===== config.mk =====
export PLATFORM = sky130hd
export DESIGN_NAME = pwm_duty_decoder
export DESIGN_NICKNAME = d
export VERILOG_FILES = /design/src/rtl/pwm_duty_decoder.sv
export SDC_FILE = /design/constraint.sdc
export NUM_CORES = 1
export LEC_CHECK = 0
export CAP_MARGIN = 25
export CORE_MARGIN = 1.5
export CORE_UTILIZATION = 35
export DETAILED_ROUTE_END_ITERATION = 8
export DONT_BUFFER_PORTS = 1
export SKIP_CTS_REPAIR_TIMING = 1
export SLEW_MARGIN = 10
export SYNTH_ARGS = -nofsm -noshare
export SYNTH_HDL_FRONTEND = slang
export SYNTH_SLANG_ARGS = --single-unit

===== constraint.sdc =====
create_clock -name clk -period 3.5 [get_ports clk]
set_input_delay 0.175 -clock clk [delete_from_list [all_inputs] [get_ports clk]]
set_output_delay 0.175 -clock clk [all_outputs]
set_load 0.1 [all_outputs]

===== src/rtl/pwm_duty_decoder.sv =====
// Recovers the 8-bit duty of three independent PWM lines by measuring the
// rise-to-rise period and the high time inside it.
module pwm_duty_decoder #(
    parameter int PERIOD = 256,
    parameter int TOL    = 4,
    parameter int CNT_W  = 10
) (
    input  logic       clk,
    input  logic       rst_n,
    input  logic       pwm_r,
    input  logic       pwm_g,
    input  logic       pwm_b,
    output logic [7:0] duty_r,
    output logic [7:0] duty_g,
    output logic [7:0] duty_b,
    output logic       valid_r,
    output logic       valid_g,
    output logic       valid_b,
    output logic       err_r,
    output logic       err_g,
    output logic       err_b
);

    localparam logic [CNT_W-1:0] MIN_P = CNT_W'(PERIOD - TOL);
    localparam logic [CNT_W-1:0] MAX_P = CNT_W'(PERIOD + TOL);

    typedef enum logic {IDLE, MEASURE} state_t;

    function automatic logic [7:0] sat8(input logic [CNT_W-1:0] v);
        return (v > CNT_W'(255)) ? 8'hFF : v[7:0];
    endfunction

    logic [2:0] line;
    assign line = {pwm_b, pwm_g, pwm_r};

    for (genvar ch = 0; ch < 3; ch++) begin : g_ch
        logic             line_p0, line_p1, line_p2;
        logic             rise;
        state_t           state;
        logic [CNT_W-1:0] period_cnt;
        logic [CNT_W-1:0] high_cnt;
        logic [7:0]       duty_q;
        logic             valid_q;
        logic             err_q;

        // line_p1 is the synchronized level, line_p2 its one-cycle-old copy
        assign rise = line_p1 & ~line_p2;

        always_ff @(posedge clk) begin
            if (!rst_n) begin
                line_p0    <= 1'b0;
                line_p1    <= 1'b0;
                line_p2    <= 1'b0;
                state      <= IDLE;
                period_cnt <= '0;
                high_cnt   <= '0;
                duty_q     <= 8'h00;
                valid_q    <= 1'b0;
                err_q      <= 1'b0;
            end else begin
                line_p0 <= line[ch];
                line_p1 <= line_p0;
                line_p2 <= line_p1;
                valid_q <= 1'b0;
                err_q   <= 1'b0;
                if (rise) begin
                    period_cnt <= CNT_W'(1);
                    high_cnt   <= CNT_W'(1);
                    state      <= MEASURE;
                    if (state == MEASURE) begin
                        if (period_cnt < MIN_P) begin
                            err_q <= 1'b1;
                        end else if (period_cnt <= MAX_P) begin
                            duty_q  <= sat8(high_cnt);
                            valid_q <= 1'b1;
                        end
                    end
                end else if (period_cnt == MAX_P) begin
                    // steady line: report 0% or 100% and wait for a fresh reference edge
                    duty_q     <= {8{line_p1}};
                    valid_q    <= 1'b1;
                    period_cnt <= '0;
                    high_cnt   <= '0;
                    state      <= IDLE;
                end else begin
                    period_cnt <= period_cnt + CNT_W'(1);
                    high_cnt   <= high_cnt + {{(CNT_W-1){1'b0}}, line_p1};
                end
            end
        end
    end

    assign duty_r  = g_ch[0].duty_q;
    assign duty_g  = g_ch[1].duty_q;
    assign duty_b  = g_ch[2].duty_q;
    assign valid_r = g_ch[0].valid_q;
    assign valid_g = g_ch[1].valid_q;
    assign valid_b = g_ch[2].valid_q;
    assign err_r   = g_ch[0].err_q;
    assign err_g   = g_ch[1].err_q;
    assign err_b   = g_ch[2].err_q;

endmodule

# Yosys cells after proc, flatten, opt, wreduce, memory -nomap -nowiden

Index checks and enable logic that the tools add are counted.

Word-level logic and storage cells: 133
Flip-flop bits (word level): 102
Output and inout bits: 30
Input bits: 5

Bitwise operators: 7
Eq/ne operators: 12
Multiplexer cells: 54
Order comparisons: 9
Add/subtract/negate cells: 6
Reductions and logical operators: 12

Operators by type and width:

| kind                                                                              | number |
|---|---|
| 8-bit two-way mux                                                                 | 18 |
| 1-bit two-way mux                                                                 | 36 |
| 10-bit by 1-bit adder with 10-bit output                                          | 3 |
| 10-bit by 1-bit adder with 10-bit output (second input constant)                  | 3 |
| 10-bit by 9-bit equality test with 1-bit output (second input constant)           | 3 |
| 10-bit by 8-bit greater-than comparator with 1-bit output (second input constant) | 3 |
| 10-bit by 9-bit <= comparator with 1-bit output (second input constant)           | 3 |
| 10-bit by 8-bit less-than comparator with 1-bit output (second input constant)    | 3 |
| 2-bit by 1-bit != test with 1-bit output (second input constant)                  | 6 |
| 4-bit AND reduction                                                               | 3 |
| 3-bit AND reduction                                                               | 3 |
| 3-bit OR reduction                                                                | 3 |
| 2-bit != test (second input constant)                                             | 3 |
| 2-bit nonzero test                                                                | 3 |
| 1-bit NOT                                                                         | 4 |
| 1-bit bitwise AND                                                                 | 3 |

# Longest topological paths before layout

Gate-level depths: netlist of run 1.

Depth in word-level cells: 6
Gate-level depth with buffers: 8
Depth with buffers taken out: 6

# Least setup slack after synthesis of run 1

Ideal clock, no wire load.

Path kind: register to register
Start: register g_ch[1].period_cnt[5]
End: register g_ch[1].period_cnt[6]
Data required time: 3.385 ns
Buffers on the path: 1
Clock period less this slack: 1.882 ns
Slack: 1.618 ns
Setup time: 0.115 ns
Cell stages (with the launch flop): 6
Data arrival time: 1.767 ns
Path through: dfxtp_1 > or4_1 > or4_1 > nand3_2 > buf_4 > nor2_1

Word-level cells in the longest chain between the ends: 2
Elaborated cells on any way between the ends: 3
Those cells by class: add/sub: 1; eq/ne: 1; reduce/logical: 1

RTL lines:

| item                                                                             | line | RTL |
|---|---|---|
| from (decl)                                                                      | 40   | `logic [CNT_W-1:0] period_cnt;` |
| from (signal assigned)                                                           | 86   | `period_cnt <= period_cnt + CNT_W'(1);` |
| branches (longest 2 deep; another with 10-bit by 1-bit adder with 10-bit output) | n/a  |  |

Parallel ways; which one is timed is not known.
A chain may end at the register's enable or synchronous reset.

# Worst setup path after layout of run 1

Start: register g_ch[0].period_cnt[3]
End: register g_ch[0].high_cnt[4]

Word-level cells in the longest chain between the ends: 2

RTL lines:

| item                                            | line | RTL |
|---|---|---|
| from (decl)                                     | 40   |  |
| from (signal assigned)                          | 86   |  |
| 10-bit by 9-bit equality test with 1-bit output | 78   | `end else if (period_cnt == MAX_P) begin` |
| 3-bit OR reduction (no source line)             | n/a  |  |
| to (signal assigned)                            | 87   | `high_cnt <= high_cnt + {{(CNT_W-1){1'b0}}, line_p1};` |
| to (decl)                                       | 41   | `logic [CNT_W-1:0] high_cnt;` |

No other way between the ends.

==> run_results.csv, run 1 <==
group,metric,value,unit
run_status,status,"finished with violations",
run_status,failed_checks,"negative hold slack",
yosys,synthTopCellsByArea,"dfxtp_1, xor2_1, mux2i_1, nor2_1, ha_1",
final_layout,layout_commonest_cell,"dfxtp_1",
timing,hold_violations,1,
global_routing,grt_pass1_wl,13.7,mm
placed_design,numPortBuffers,0,
drt,wl,8.19,mm
timing,finalSetupViolations,0,
yosys,synth_area_per_cell,9.22,µm²
yosys,syn_nets,479,
critical_path,cp-end-kind,"flip-flop",
power,leakage,1.87,nW
drt,viasPerCell,5.00,
critical_path,arrival,2330,ps
floorplan,fp.dieH,113,µm
worst_hold_path,hold_depth,2,
critical_path,slowest_stage,"or4_1",
floorplan,core-area,12000,µm²
critical_path,path_max_fanout,18,
final_layout,area_growth,11.4,%
timing,timing.hold.ws,-0.679,ps
timing,fmax,469,MHz
yosys,synth.area.mux_share,0.0564,
yosys,synth_top_family_by_area,"simple AND/OR/NAND/NOR gates",
drt,vias,3048,
critical_path,startpoint_type,"flip-flop",
timing,max_slew_margin,0.327,
drt,wl_per_cell,13.5,µm
critical_path,max_stage_delay,540,ps
drt,route.detailed.drc,0,
placed_design,place.gp.congestion,0.736,
power,max-vdd-ir-drop,0.317,mV
clock_tree,cts-root-buf,"clkbuf_16",
final_layout,diodes,0,
critical_path,critPathTopFamily,"simple AND/OR/NAND/NOR gates",
critical_path,worstPathRequired,3690,ps
worst_hold_path,hold_path_class,"input pin to flip-flop",
critical_path,timing.rr.end,"g_ch[0].high_cnt[4]",
final_layout,nets,474,
yosys,ys_seq_elements,102,
clock_tree,clk_path_buf_depth,2,
global_routing,antenna_found_initial,0,
critical_path,crit_end,"g_ch[0].high_cnt[4]",
timing,setup_tns,0,ps
floorplan,io_pins,35,
floorplan,initial_core_util,0.356,
yosys,yosysUniqueCellTypes,42,
global_routing,grt_max_degree,40,
critical_path,worst-path-stages,4,
yosys,synth-compound-area-share,0.0735,
floorplan,rows,40,
final_layout,layout_common_cells,"dfxtp_1, nor2_1, xor2_1",
clock_tree,path_clk_slew,70,ps
timing,finalCritPeriodShare,0.610,
critical_path,worst-path-buf-inv,0,
yosys,yosysSeqAreaShare,0.480,
global_routing,track_usage,0.133,
drt,final_antenna_net_count,0,
critical_path,crit_chain,"or4_1 -> o41a_1 -> nand2b_1 -> nor2_1",
drt,drtPass1Iterations,4,
global_routing,overflow,0,
drt,drtIter0Drc,158,
floorplan,die_w,113,µm
critical_path,crit_type,"flip-flop to flip-flop",
clock_tree,numClockSinks,102,
final_layout,multiInputGateArea,2060,µm²
clock_tree,clock_latency,330,ps
yosys,netlist_area,4260,µm²
yosys,yosys.area_share.adder,0.0353,
timing,fin_skew,5.68,ps
final_layout,n_fill_cell,1171,
yosys,asyncSetResetFlopFracSynth,0,
global_routing,grt_pass1_vias,2895,
yosys,synth_top_area_share,0.480,
yosys,synthSimpleGateAreaFrac,0.221,
yosys,synth-main-ff-cell,"dfxtp_1",
timing,grt_setup_unrepaired,"false",
power,power_density,503,nW/µm²
timing,fin_crit,2130,ps
yosys,ys_warn_count,0,
yosys,synth_edf_count,0,
final_layout,ff_latch_area,2040,µm²
yosys,yosysTopAreaCell,"dfxtp_1",
placed_design,dpl.hpwl,5.43,mm
critical_path,cp-startpoint,"g_ch[0].period_cnt[3]",
final_layout,utilization,0.397,
run,maxCapViolCount,0,
clock_tree,h-tree-depth,3,
timing,tightestPinTransition,1010,ps
final_layout,drive_gt1_frac,0.0455,
timing,final_max_slew_viol_count,0,
critical_path,reg2reg_slack,1370,ps
yosys,syn_inst,462,
critical_path,r2r-start,"g_ch[0].period_cnt[3]",
critical_path,reg2reg_depth,4,
clock_tree,numCtsBuffers,9,
clock_tree,cts_tree,"yes",
yosys,synthXorXnorAreaFrac,0.0987,
floorplan,die-area,12800,µm²
## sequential cells by signal, indices dropped and copies added, names as in the netlist
name and count:
duty_r 8, g_ch.high_cnt 30, duty_b 8, g_ch.line_p1 3, duty_g 8, err_g 1
err_b 1, valid_r 1, valid_g 1, g_ch.state 3, g_ch.period_cnt 30, g_ch.line_p2 3
err_r 1, valid_b 1, g_ch.line_p0 3
## layout make-up
| cell class | count | share of cell area |
|---|---|---|
| Clock buffer | 11 | 0.0512 |
| Clock inverter | 5 | 0.0171 |
| Inverter | 14 | 0.0111 |
| Multi-Input combinational cell | 322 | 0.435 |
| Sequential cell | 102 | 0.430 |
| Tap cell | 147 | 0.0388 |
| Timing Repair Buffer | 8 | 0.0164 |
## kinds of logic (layout without fill, tap and decap cells)
group	count (synthesis)	count (layout)
compound gates	49	49
xor+xnor	48	48
fa+ha+maj	12	12
buf+inv	38	38
flops	102	102
mux	24	24
simple gates	189	189
## Yosys cell counts (6+ instances only)
master,instances
mux2i_1,24
nand2_1,36
inv_1,13
and3_1,10
dfxtp_1,102
clkbuf_1,14
ha_1,12
and4_1,7
and2_1,9
xnor2_1,10
xor2_1,38
nand3_1,23
o21ai_0,26
nor2_1,63
nand4_1,19
a21oi_1,6
## metal layers
layer	routed length (µm)	track usage
met1	3950	0.169
met5	0	0
met3	367	0.0439
met2	3810	0.211
met4	68	0.0467
## how the worst min path moves through the flow
stage,startpoint,end,slack [ps]
after global placement,pwm_b,g_ch[2].line_p0,310
after CTS,pwm_r,g_ch[0].line_p0,-50
after detailed placement,pwm_r,g_ch[0].line_p0,310
after global routing,rst_n,duty_g[0],5
final,rst_n,duty_g[7],-0.7
after floorplan,pwm_r,g_ch[0].line_p0,300
## power breakdown
group / leakage, nW / total (W) / internal, W / switching (W)
sequential: 0.826 / 0.00122 / 0.00118 / 0.0000397
clock: 0.156 / 0.00106 / 0.000647 / 0.000417
combinational: 0.891 / 0.0000995 / 0.0000423 / 0.0000573
## metrics by stage
step / hold WS [ps] / total power (W) / setup slack (ps) / instance area (µm²) / instances
2_1_floorplan: 302 / 0.00132 / 1620 / 4260 / 462
3_3_place_gp: 308 / 0.00134 / 1440 / 4340 / 585
3_5_place_dp: 307 / 0.00134 / 1350 / 4340 / 585
4_1_cts: -52.8 / 0.00241 / 1340 / 4670 / 601
5_1_grt: 4.71 / 0.00248 / 1190 / 4740 / 609
6_report: -0.679 / 0.00239 / 1370 / 4740 / 609
Note: power is estimated with default switching activity, not from simulation.
==> inputs of run 2 (changes only) <==
ABC_AREA = 1   (was not set)
clock period = 2.1 ns   (was 3.5 ns; I/O delays follow)
==> run_results.csv, run 2 <==
group,metric,value,unit
yosys,post-synth-top-count-cell,"nand2_1",
critical_path,cp-end-kind,"flip-flop",
placed_design,pre_cts_ws,413,ps
yosys,yosys-top-cells-count,"nand2_1, dfxtp_1, nor2_1, inv_1, nand3_1",
drt,wl,8.98,mm
final_layout,layout_commonest_cell,"nand2_1",
global_routing,grt_max_degree,46,
drt,route.detailed.drc,0,
timing,timing.hold.ws,-48.5,ps
timing,setup_tns,0,ps
yosys,synth_top_area_share,0.432,
worst_hold_path,hold_path_class,"input pin to flip-flop",
floorplan,fp.dieH,119,µm
floorplan,io_pins,35,
timing,fmax,584,MHz
drt,drtIter0Drc,217,
drt,wl_per_cell,10.8,µm
floorplan,core-area,13200,µm²
global_routing,grt_pass1_vias,3636,
power,pwr-share-comb,0.092,
global_routing,track_usage,0.137,
floorplan,rows,42,
placed_design,dpl_cell_area,5050,µm²
critical_path,timing.rr.end,"g_ch[1].high_cnt[8]",
worst_hold_path,hold_path_startpoint,"rst_n",
critical_path,r2r-start,"g_ch[1].line_p1",
global_routing,overflow,0,
placed_design,dpl.hpwl,6.21,mm
clock_tree,numClockSinks,102,
placed_design,place.gp.congestion,0.776,
yosys,yosysUniqueCellTypes,35,
timing,post-route-worst-setup-slack,387,ps
critical_path,arrival,1950,ps
run_status,failed_checks,"negative hold slack",
placed_design,numPortBuffers,0,
yosys,ys_warn_count,0,
power,p_sw,0.00101,W
power,leakage,2.32,nW
final_layout,n_fill_cell,1334,
final_layout,area_growth,14.1,%
drt,final_antenna_net_count,0,
clock_tree,h-tree-depth,3,
global_routing,antenna_found_initial,0,
timing,max_slew_margin,0.699,
power,power_density,739,nW/µm²
yosys,synthTopCellsByArea,"dfxtp_1, nand2_1, nor2_1, inv_1, nand3_1",
yosys,synth-main-ff-cell,"dfxtp_1",
yosys,ys_seq_elements,102,
yosys,synth_edf_count,0,
clock_tree,clock_latency,350,ps
timing,fin_skew,7.75,ps
drt,drtPass1Iterations,4,
worst_hold_path,whs_endpoint,"duty_r[7]",
timing,hold_violations,3,
worst_hold_path,hold_depth,4,
yosys,asyncSetResetFlopFracSynth,0,
critical_path,startpoint_type,"flip-flop",
timing,tightestPinTransition,450,ps
floorplan,die_w,119,µm
drt,viasPerCell,4.54,
power,sw_frac_of_total,0.253,
clock_tree,path_clk_slew,70,ps
final_layout,utilization,0.409,
final_layout,multiInputGateArea,2240,µm²
power,p_int,0.00298,W
critical_path,path_max_fanout,11,
final_layout,drive_gt1_frac,0.126,
drt,vias,3761,
floorplan,die-area,14200,µm²
final_layout,nets,665,
yosys,syn_inst,618,
critical_path,worstPathRequired,2340,ps
final_layout,diodes,0,
clock_tree,numCtsBuffers,9,
critical_path,reg2reg_depth,7,
final_layout,layout_common_cells,"nand2_1, dfxtp_1, nor2_1",
clock_tree,clk_path_buf_depth,2,
global_routing,grt_pass1_wl,16.0,mm
yosys,netlist_area,4720,µm²
timing,finalCritPeriodShare,0.816,
yosys,yosysSeqAreaShare,0.432,
timing,final_max_slew_viol_count,0,
clock_tree,cts_tree,"yes",
timing,fin_crit,1710,ps
final_layout,ff_latch_area,2040,µm²
run_status,status,"finished with violations",
critical_path,crit_type,"flip-flop to flip-flop",
floorplan,initial_core_util,0.358,
final_layout,fin_area,5390,µm²
power,max-vdd-ir-drop,0.374,mV
power,seqPwrFrac,0.508,
run,maxCapViolCount,0,
yosys,yosysTopAreaCell,"dfxtp_1",
timing,finalSetupViolations,0,
timing,grt_setup_unrepaired,"false",
power,clkPwrFrac,0.401,
critical_path,reg2reg_slack,390,ps
yosys,synth_area_per_cell,7.64,µm²
clock_tree,cts-root-buf,"clkbuf_16",
yosys,syn_nets,635,
final_layout,top_regs,"g_ch.high_cnt x30, g_ch.period_cnt x30",
==> run 2: cell types whose count changed after synthesis, moves of 17 or more <==
cell,delta
nand2_1,+91
nand3_1,+25
xor2_1,-17
a21oi_1,+32
inv_1,+65
o21ai_0,-17
mux2i_1,-24
==> run 2: final cells by class <==
type,instances,share of cell area
multi-input cells,420,0.416
flip-flops and latches,102,0.379
repair buffers,36,0.0562
inverters,79,0.0550
clock buffers,12,0.0494
well taps,176,0.0409
clock inverters,3,0.00348
==> run 2: worst max-delay path, stage by stage, from the launching register on <==
cell,delay [ps]
dfxtp_1,510
ha_1,220
ha_1,170
nand2_1,60
nor2_1,200
nand4_1,140
xor2_1,250
nor2_4,60
==> run 2: per-stage QoR <==
stage / hold WS [ps] / power, W / cells
6_report: -48.5 / 0.00398 / 828
4_1_cts: -151 / 0.00402 / 824
3_5_place_dp: 206 / 0.00241 / 809
5_1_grt: 10.6 / 0.00415 / 828
2_1_floorplan: 203 / 0.00237 / 618
3_3_place_gp: 211 / 0.00240 / 809
==> run 2: how the worst max path moves through the flow <==
stage	startpoint	slack [ps]	depth (start not counted)	to
detailed placement	g_ch[1].line_p1	410	7	g_ch[1].high_cnt[8]
global route	g_ch[1].line_p1	210	7	g_ch[1].high_cnt[8]
floorplan	g_ch[0].line_p1	600	7	g_ch[0].high_cnt[8]
CTS	g_ch[1].line_p1	400	7	g_ch[1].high_cnt[8]
global placement	g_ch[1].line_p1	460	7	g_ch[1].high_cnt[8]
finish	g_ch[1].line_p1	390	7	g_ch[1].high_cnt[8]
==> run 2: layer usage <==
metal,part of all wire,global-route usage,vias to the layer above,routed length (µm)
li1,-,-,2023,-
met4,0.022,0.0678,0,201
met2,0.45,0.225,46,4080
met3,0.028,0.0249,13,254
met5,0,0,-,0
met1,0.49,0.173,1679,4440
==> run 2: cells by family after synthesis <==
logic type,synth area share
and+or+nand+nor,0.309
DFF,0.432
buffers and inverters,0.0925
AOI/OAI and AO/OA,0.0837
xor gates and xnor gates,0.0501
adders and majority gates,0.0318
==> run 2: power groups by stage <==
stage,Combinational [W],Sequential [W],Clock (W)
after global routing,0.000403,0.00203,0.00172
after CTS,0.000349,0.00202,0.00165
after detailed placement,0.000348,0.00207,0
after floorplan,0.000190,0.00218,0
final,0.000365,0.00202,0.00160
after global placement,0.000342,0.00206,0
